File: src/rtl/regfile_writeback_unit.sv
// Write-side initiator for the 4x16 register file: zero-fills every register after reset,
// then merges ALU and load writebacks through a small FIFO into one write per clock.
module regfile_writeback_unit #(
  parameter int DATA_WIDTH = 16,
  parameter int ADDR_WIDTH = 2,
  parameter int NUM_REGS   = 4,
  parameter int FIFO_DEPTH = 4
) (
  input  logic                          Clock,
  input  logic                          Reset_n,
  input  logic                          AluValid,
  input  logic [ADDR_WIDTH-1:0]         AluRD,
  input  logic [DATA_WIDTH-1:0]         AluData,
  output logic                          AluReady,
  input  logic                          MemValid,
  input  logic [ADDR_WIDTH-1:0]         MemRD,
  input  logic [DATA_WIDTH-1:0]         MemData,
  output logic                          MemReady,
  output logic [ADDR_WIDTH-1:0]         RD,
  output logic [DATA_WIDTH-1:0]         WriteData,
  output logic                          RegWrite,
  output logic                          Busy,
  output logic [$clog2(FIFO_DEPTH):0]   Pending
);

  localparam int PW = $clog2(FIFO_DEPTH);
  localparam int CW = PW + 1;

  typedef enum logic {S_CLEAR, S_RUN} state_e;

  state_e                  state_q;
  logic [ADDR_WIDTH-1:0]   clr_cnt_q;
  logic [CW-1:0]           count_q, count_d;
  logic [PW-1:0]           wr_ptr_q, rd_ptr_q, alu_slot;
  logic [ADDR_WIDTH-1:0]   fifo_rd_q   [FIFO_DEPTH];
  logic [DATA_WIDTH-1:0]   fifo_data_q [FIFO_DEPTH];
  logic [ADDR_WIDTH-1:0]   rd_q;
  logic [DATA_WIDTH-1:0]   wdata_q;
  logic                    regwrite_q, busy_q;
  logic [CW-1:0]           free;
  logic                    run, mem_push, alu_push, pop;

  // Room is judged on the count before this edge's pop, so a same-cycle pop never
  // makes space; when only one slot is free it goes to the (older) load.
  always_comb begin
    run      = (state_q == S_RUN);
    free     = CW'(FIFO_DEPTH) - count_q;
    MemReady = run && (free >= CW'(1));
    AluReady = run && ((free >= CW'(2)) || ((free == CW'(1)) && !MemValid));
    mem_push = MemValid && MemReady;
    alu_push = AluValid && AluReady;
    pop      = run && (count_q != '0);
    alu_slot = wr_ptr_q + PW'(mem_push);
    count_d  = count_q + CW'(mem_push) + CW'(alu_push) - CW'(pop);
  end

  always_ff @(posedge Clock) begin
    if (!Reset_n) begin
      state_q    <= S_CLEAR;
      clr_cnt_q  <= '0;
      count_q    <= '0;
      wr_ptr_q   <= '0;
      rd_ptr_q   <= '0;
      rd_q       <= '0;
      wdata_q    <= '0;
      regwrite_q <= 1'b0;
      busy_q     <= 1'b1;
    end else begin
      case (state_q)
        S_CLEAR: begin
          regwrite_q <= 1'b1;
          rd_q       <= clr_cnt_q;
          wdata_q    <= '0;
          clr_cnt_q  <= clr_cnt_q + ADDR_WIDTH'(1);
          if (clr_cnt_q == ADDR_WIDTH'(NUM_REGS - 1)) begin
            state_q <= S_RUN;
            busy_q  <= 1'b0;
          end
        end
        S_RUN: begin
          if (mem_push) begin
            fifo_rd_q[wr_ptr_q]   <= MemRD;
            fifo_data_q[wr_ptr_q] <= MemData;
          end
          if (alu_push) begin
            fifo_rd_q[alu_slot]   <= AluRD;
            fifo_data_q[alu_slot] <= AluData;
          end
          wr_ptr_q <= wr_ptr_q + PW'(mem_push) + PW'(alu_push);
          if (pop) begin
            rd_q       <= fifo_rd_q[rd_ptr_q];
            wdata_q    <= fifo_data_q[rd_ptr_q];
            rd_ptr_q   <= rd_ptr_q + PW'(1);
            regwrite_q <= 1'b1;
          end else begin
            regwrite_q <= 1'b0;
          end
          count_q <= count_d;
        end
        default: state_q <= S_CLEAR;
      endcase
    end
  end

  assign RD        = rd_q;
  assign WriteData = wdata_q;
  assign RegWrite  = regwrite_q;
  assign Busy      = busy_q;
  assign Pending   = count_q;

endmodule

File: config.mk
export PLATFORM = sky130hd
export DESIGN_NAME = regfile_writeback_unit
export DESIGN_NICKNAME = d
export VERILOG_FILES = /design/src/rtl/regfile_writeback_unit.sv
export SDC_FILE = /design/constraint.sdc
export NUM_CORES = 1
export LEC_CHECK = 0
export ABC_AREA = 1
export CAP_MARGIN = 20
export CORE_MARGIN = 8
export CORE_UTILIZATION = 50
export DETAILED_ROUTE_END_ITERATION = 10
export PLACE_DENSITY = 0.78
export SLEW_MARGIN = 25
export SYNTH_ARGS = -nofsm -noshare
export SYNTH_HDL_FRONTEND = slang
export SYNTH_SLANG_ARGS = --single-unit
File: constraint.sdc
create_clock -name Clock -period 5.15 [get_ports Clock]
set_input_delay 0.7725 -clock Clock [delete_from_list [all_inputs] [get_ports Clock]]
set_output_delay 0.7725 -clock Clock [all_outputs]
set_load 0.1 [all_outputs]
# After elaboration in Yosys (flattened, before gate mapping)

Memory sizes are Yosys's and may differ from the RTL's. A register that Yosys moved wholly into a read port is not among the register bits.
Cells that the tools add are included.

Order comparisons: 2
Add/subtract/negate cells: 8
Muxes and demuxes: 20
Reductions and logical operators: 11
Div/mod/pow operators: 0
Equality and inequality tests: 3
Multiply operators: 0
Bitwise gates (word level): 1
Shift operators: 0

Operators by type and width:

| cell                                                 | number |
|---|---|
| one-hot mux 16 bit (2 select lines)                  | 1 |
| two-way mux 16 bit                                   | 1 |
| two-way mux 1 bit                                    | 11 |
| two-way mux 2 bit                                    | 5 |
| adder 3 x 1 -> 3 bit                                 | 2 |
| logical AND 1 bit                                    | 6 |
| adder 2 x 1 -> 2 bit                                 | 2 |
| adder 2 x 1 -> 2 bit (second input constant)         | 2 |
| one-hot mux 2 bit (2 select lines)                   | 1 |
| AND reduction 2 bit                                  | 2 |
| equality test 3 x 1 -> 1 bit (second input constant) | 1 |
| >= comparator 3 x 1 -> 1 bit (second input constant) | 1 |
| >= comparator 3 x 2 -> 1 bit (second input constant) | 1 |
| nonzero test 3 bit                                   | 1 |
| subtractor 3 x 1 -> 3 bit                            | 1 |
| subtractor 3 bit (first input constant)              | 1 |
| equality test 2 bit (second input constant)          | 1 |
| != test 2 x 1 -> 1 bit (second input constant)       | 1 |
| one-hot mux 1 bit (2 select lines)                   | 1 |
| zero test 1 bit                                      | 1 |
| logical OR 1 bit                                     | 1 |
| NOT 1 bit                                            | 1 |

Bits in read-only memories: 0
Output and inout bits: 25
Register bits after elaboration: 30
Memories: 2
Memory bits (writable): 72
Input bits: 40
Logic and storage cells: 56
Latch bits: 0

Memory list:

| name        | words | width | rd ports | clocked after memory_dff | wr ports | line | text |
|---|---|---|---|---|---|---|---|
| fifo_data_q | 4     | 16    | 1        | 1                        | 2        | 36   | `logic [DATA_WIDTH-1:0] fifo_data_q [FIFO_DEPTH];` |
| fifo_rd_q   | 4     | 2     | 1        | 1                        | 2        | 35   | `logic [ADDR_WIDTH-1:0] fifo_rd_q [FIFO_DEPTH];` |

# Depth between registers and ports, before layout

Depth in word-level cells: 10
Mapped depth: 17
Depth with buffers taken out: 16

# Worst setup path before layout

No wires, ideal clock.

Path type: register to register
From: reg count_q[1] (netlist: Pending[1])
To: mem fifo_data_q[2][0], enable pin
Cell stages (with the launch flop): 17
Period minus slack after synthesis: 5.744 ns
Data required time: 4.755 ns
Arrival time: 5.348 ns
Library setup time: 0.395 ns
Path buffers: 1
Setup slack: -0.594 ns
Path through: dfxtp_1 inv_1 ha_1 ha_1 nand2_1 nor2_1 a21oi_1 nand2_1 inv_1 ha_1 inv_1 nand2_2 nand2_2 nor2_4 nand4_4 buf_6 o21ai_1

RTL lines:

| what                   | line | text |
|---|---|---|
| from (decl)            | 33   | `logic [CW-1:0] count_q, count_d;` |
| from (signal assigned) | 98   | `count_q <= count_d;` |
| to (decl)              | 36   |  |

# Worst setup path in the final report

From: reg count_q[1] (netlist: Pending[1])
To: out AluReady

Cells in the longest elaborated chain, start to end: 5

Ends and longest elaborated chain:

| what                                                                                 | line | text |
|---|---|---|
| subtractor 3 bit (*)                                                                 | 47   | `free = CW'(FIFO_DEPTH) - count_q;` |
| parallel branches: the longest is 2 deep, another holds >= comparator 3 x 2 -> 1 bit | n/a  |  |
| logical OR 1 bit (*)                                                                 | 49   | `AluReady = run && ((free >= CW'(2)) \|\| ((free == CW'(1)) && !MemValid));` |
| logical AND 1 bit (*)                                                                | 49   |  |
| to (decl)                                                                            | 14   | `output logic AluReady,` |

Mark *: on every way between the ends.

==> results.md <==
* Tot GR Track Use at 0.185
* Post-route ant nets at 0
* Largest net degree at the start of global routing at 47
* Aggregate negative setup slack at 0 ps
* WS Path Type: flip-flop to output pin
* 1st-iter DRT viols at roughly 360
* CP startpoint kind: flip-flop
* Reg-to-Reg End: fifo_data_q[2][0]$_DFFE_PP_
* H-tree levels at 3
* Placed inst area at between 5000 and 6000 µm²
* CP max FO at 5
* Worst-Margin Slew at just under 1000 ps
* Core ar. at ~10000 µm²
* Final Critical Period at between 3000 and 4000 ps
* Root Driver: clkbuf_8
* Setup Buffers After CTS at 0
* Post_cts resized at 0
* Hold Crit Depth at 2
* Io pins at between 60 and 70
* WP data required at approximately 4400 ps
* Cells after Synth at approximately 620
* Avg Cell Area, Syn at about 8.5 µm²
* R2R depth at 16
* Tot Pwr at between 0.0015 and 0.002 W
* Most frequent cells in the layout: 195 x nand2_1, 75 x nand3_1, 72 x edfxtp_1
* Hold_sp: WriteData[10]$_SDFFE_PN0P_
* MaxCap Viol Count at 0
* Max-slew violations at 0
* Pre-antenna DRT Iters at 5
* Worst Setup End Kind: output pin
* EDFF count, synth at 72
* CTS tree: done
* Global route overflow at 0
* Initial antenna violation count at 0
* VDD IR max at between 0.0001 and 0.00015 V
* Total number of vias at approximately 4400
* Synth-to-layout area growth at 16.6%
* Hold Path Sink: WriteData[10]$_SDFFE_PN0P_
* Commonest non-fill, non-tap cell in the layout: nand2_1
* Status: completed
* PwrDens at between 200 and 300 nW/µm²
* Clock transition at the registers of the reported paths at ~100 ps
* Die height at approximately 120 µm
* Final instance area at slightly above 6000 µm²
* Fin. Hold Viols at 0
* Clock buffer depth at 2
* Final Setup Violations at 0
* Unrepaired setup endpoints after global routing: no
* Post-Route WL at around 13 mm
* Die Wd at 119 µm
* CTS buffer count at 9
* Relative slew slack at 0.342
* Initial core utilization at 0.512
* Pre-CTS setup slack at between 1000 and 1500 ps
* Residual DRC count at 0
* Hold buffers post-CTS at 0
* Fin Clk Skew at 10.1 ps
* Crit path from: Pending[1]$_SDFFE_PN0P_
* Lkg Pwr at 2.37 nW
* Reg-to-Reg Start: Pending[1]$_SDFFE_PN0P_
* Vias in the first global route at roughly 4500
* Most used DFF post-synth: edfxtp_1
* HPWL after DPL at roughly 8.8 mm
* Final worst slack at between 1000 and 1500 ps
* Cell row count at 37
* Fin nets at approximately 710
* Layout cells sized above 1 at 0.0661
* Clk_lat worst skew at 360 ps
* Post-synthesis sequential area ratio at 0.533
* Syn nets at ~670
* F_max at ~0.25 GHz
* Die ar. at 14100 µm²
* # diodes at 0
* Worst Path Arrival at about 3200 ps
* FF-to-FF setup slack at 1380 ps
* Classification of the worst-slack hold path: flip-flop to flip-flop
* FF+latch count, synth at approximately 100
* Post-Syn Area at approximately 5300 µm²
* WL per Instance at about 16 µm
* Vias per inst at between 5 and 6
* Ys Warns at 0
* Tcrit/Tclk final at 0.762
* Yosys cell types at 26
* First-pass GRT wire length at around 21 mm
* Clock sinks at 104
* Share of synthesized registers carrying an async set or reset at 0
* PortBufs at 64
* Final RePlAce weighted congestion at between 0.9 and 1
[report_power, final]
group / internal, W / switching [W] / total, W / leakage (nW)
clock: 0.000228 / 0.000271 / 0.000499 / 0.0951
sequential: 0.000912 / 0.0000122 / 0.000924 / 0.908
combinational: 0.0000854 / 0.000204 / 0.000290 / 1.37
[worst max-delay path, stage by stage (launching register included)]
cell,delay (ps)
dfxtp_1,420
inv_1,130
ha_1,210
ha_1,340
nand2_1,100
nor2_1,90
nor2_1,70
nor2_4,240
clkdlybuf4s50_1,1190
[flip-flops by register name, indices dropped and copies added, names as in the netlist, named ones only]
| name | count |
|---|---|
| Pending | 3 |
| clr_cnt_q | 2 |
| RegWrite | 1 |
| fifo_data_q | 64 |
| WriteData | 16 |
| fifo_rd_q | 8 |
| Busy | 1 |
| RD | 2 |
| wr_ptr_q | 2 |
| run | 1 |
| rd_ptr_q | 2 |
[stage by stage]
| stage | utilization | hold WS [ps] | cells |
|---|---|---|---|
| 6_report | 0.597 | 469 | 802 |
| 3_5_place_dp | 0.577 | 457 | 786 |
| 2_1_floorplan | - | 444 | 616 |
| 4_1_cts | 0.595 | 472 | 802 |
| 3_3_place_gp | 0.577 | 451 | 786 |
| 5_1_grt | 0.597 | 495 | 802 |
[cells in the mapped netlist, types with 6 or more instances]
library cell	instances	area (µm²)
nand3_1	75	375
o21ai_1	16	80.1
nand2_1	195	732
inv_1	15	56.3
buf_2	22	110
edfxtp_1	72	2160
inv_2	6	22.5
clkbuf_1	9	33.8
nor2_4	6	67.6
ha_1	8	100
a21oi_1	32	160
o21ai_0	47	235
nor2_1	58	218
dfxtp_1	32	641
[how the worst max path moves through the flow]
stage                                        endpoint  slack (ps)  depth (start not counted)
final                                        AluReady        1230                          8
after global routing                         AluReady        1070                          8
after CTS                                    AluReady        1210                          8
after detailed placement  fifo_data_q[1][9]$_DFFE_PP_        1340                         13
after global placement                       AluReady        1520                          5
after floorplan           fifo_data_q[2][0]$_DFFE_PP_          10                         16
[routing by layer]
layer  wire (µm)  vias up  global-route usage
met3         945       22              0.0424
met2        6150      203               0.310
li1            -     2157                   -
met1        5250     2010               0.224
met5           0        -                   0
met4         313        0              0.0767
[final cells by class]
class,instances,area [µm²]
Clock inverter,4,53.8
Timing Repair Buffer,70,686
Sequential cell,104,2800
Multi-Input combinational cell,455,2210
Tap cell,136,170
Clock buffer,12,135
Inverter,21,78.8
Fill cell,917,4140
[cell families (layout without fill, tap and decap cells)]
group / after synthesis / in the layout / share of synthesized area
xor gates and xnor gates: 2 / 2 / 0.00333
buffers and inverters: 57 / 107 / 0.0516
and+or+nand+nor: 344 / 344 / 0.289
AOI/OAI and AO/OA: 99 / 99 / 0.0966
adders and majority gates: 10 / 10 / 0.0266
DFF: 104 / 104 / 0.533
No activity file was read; power rests on OpenSTA's default activity.
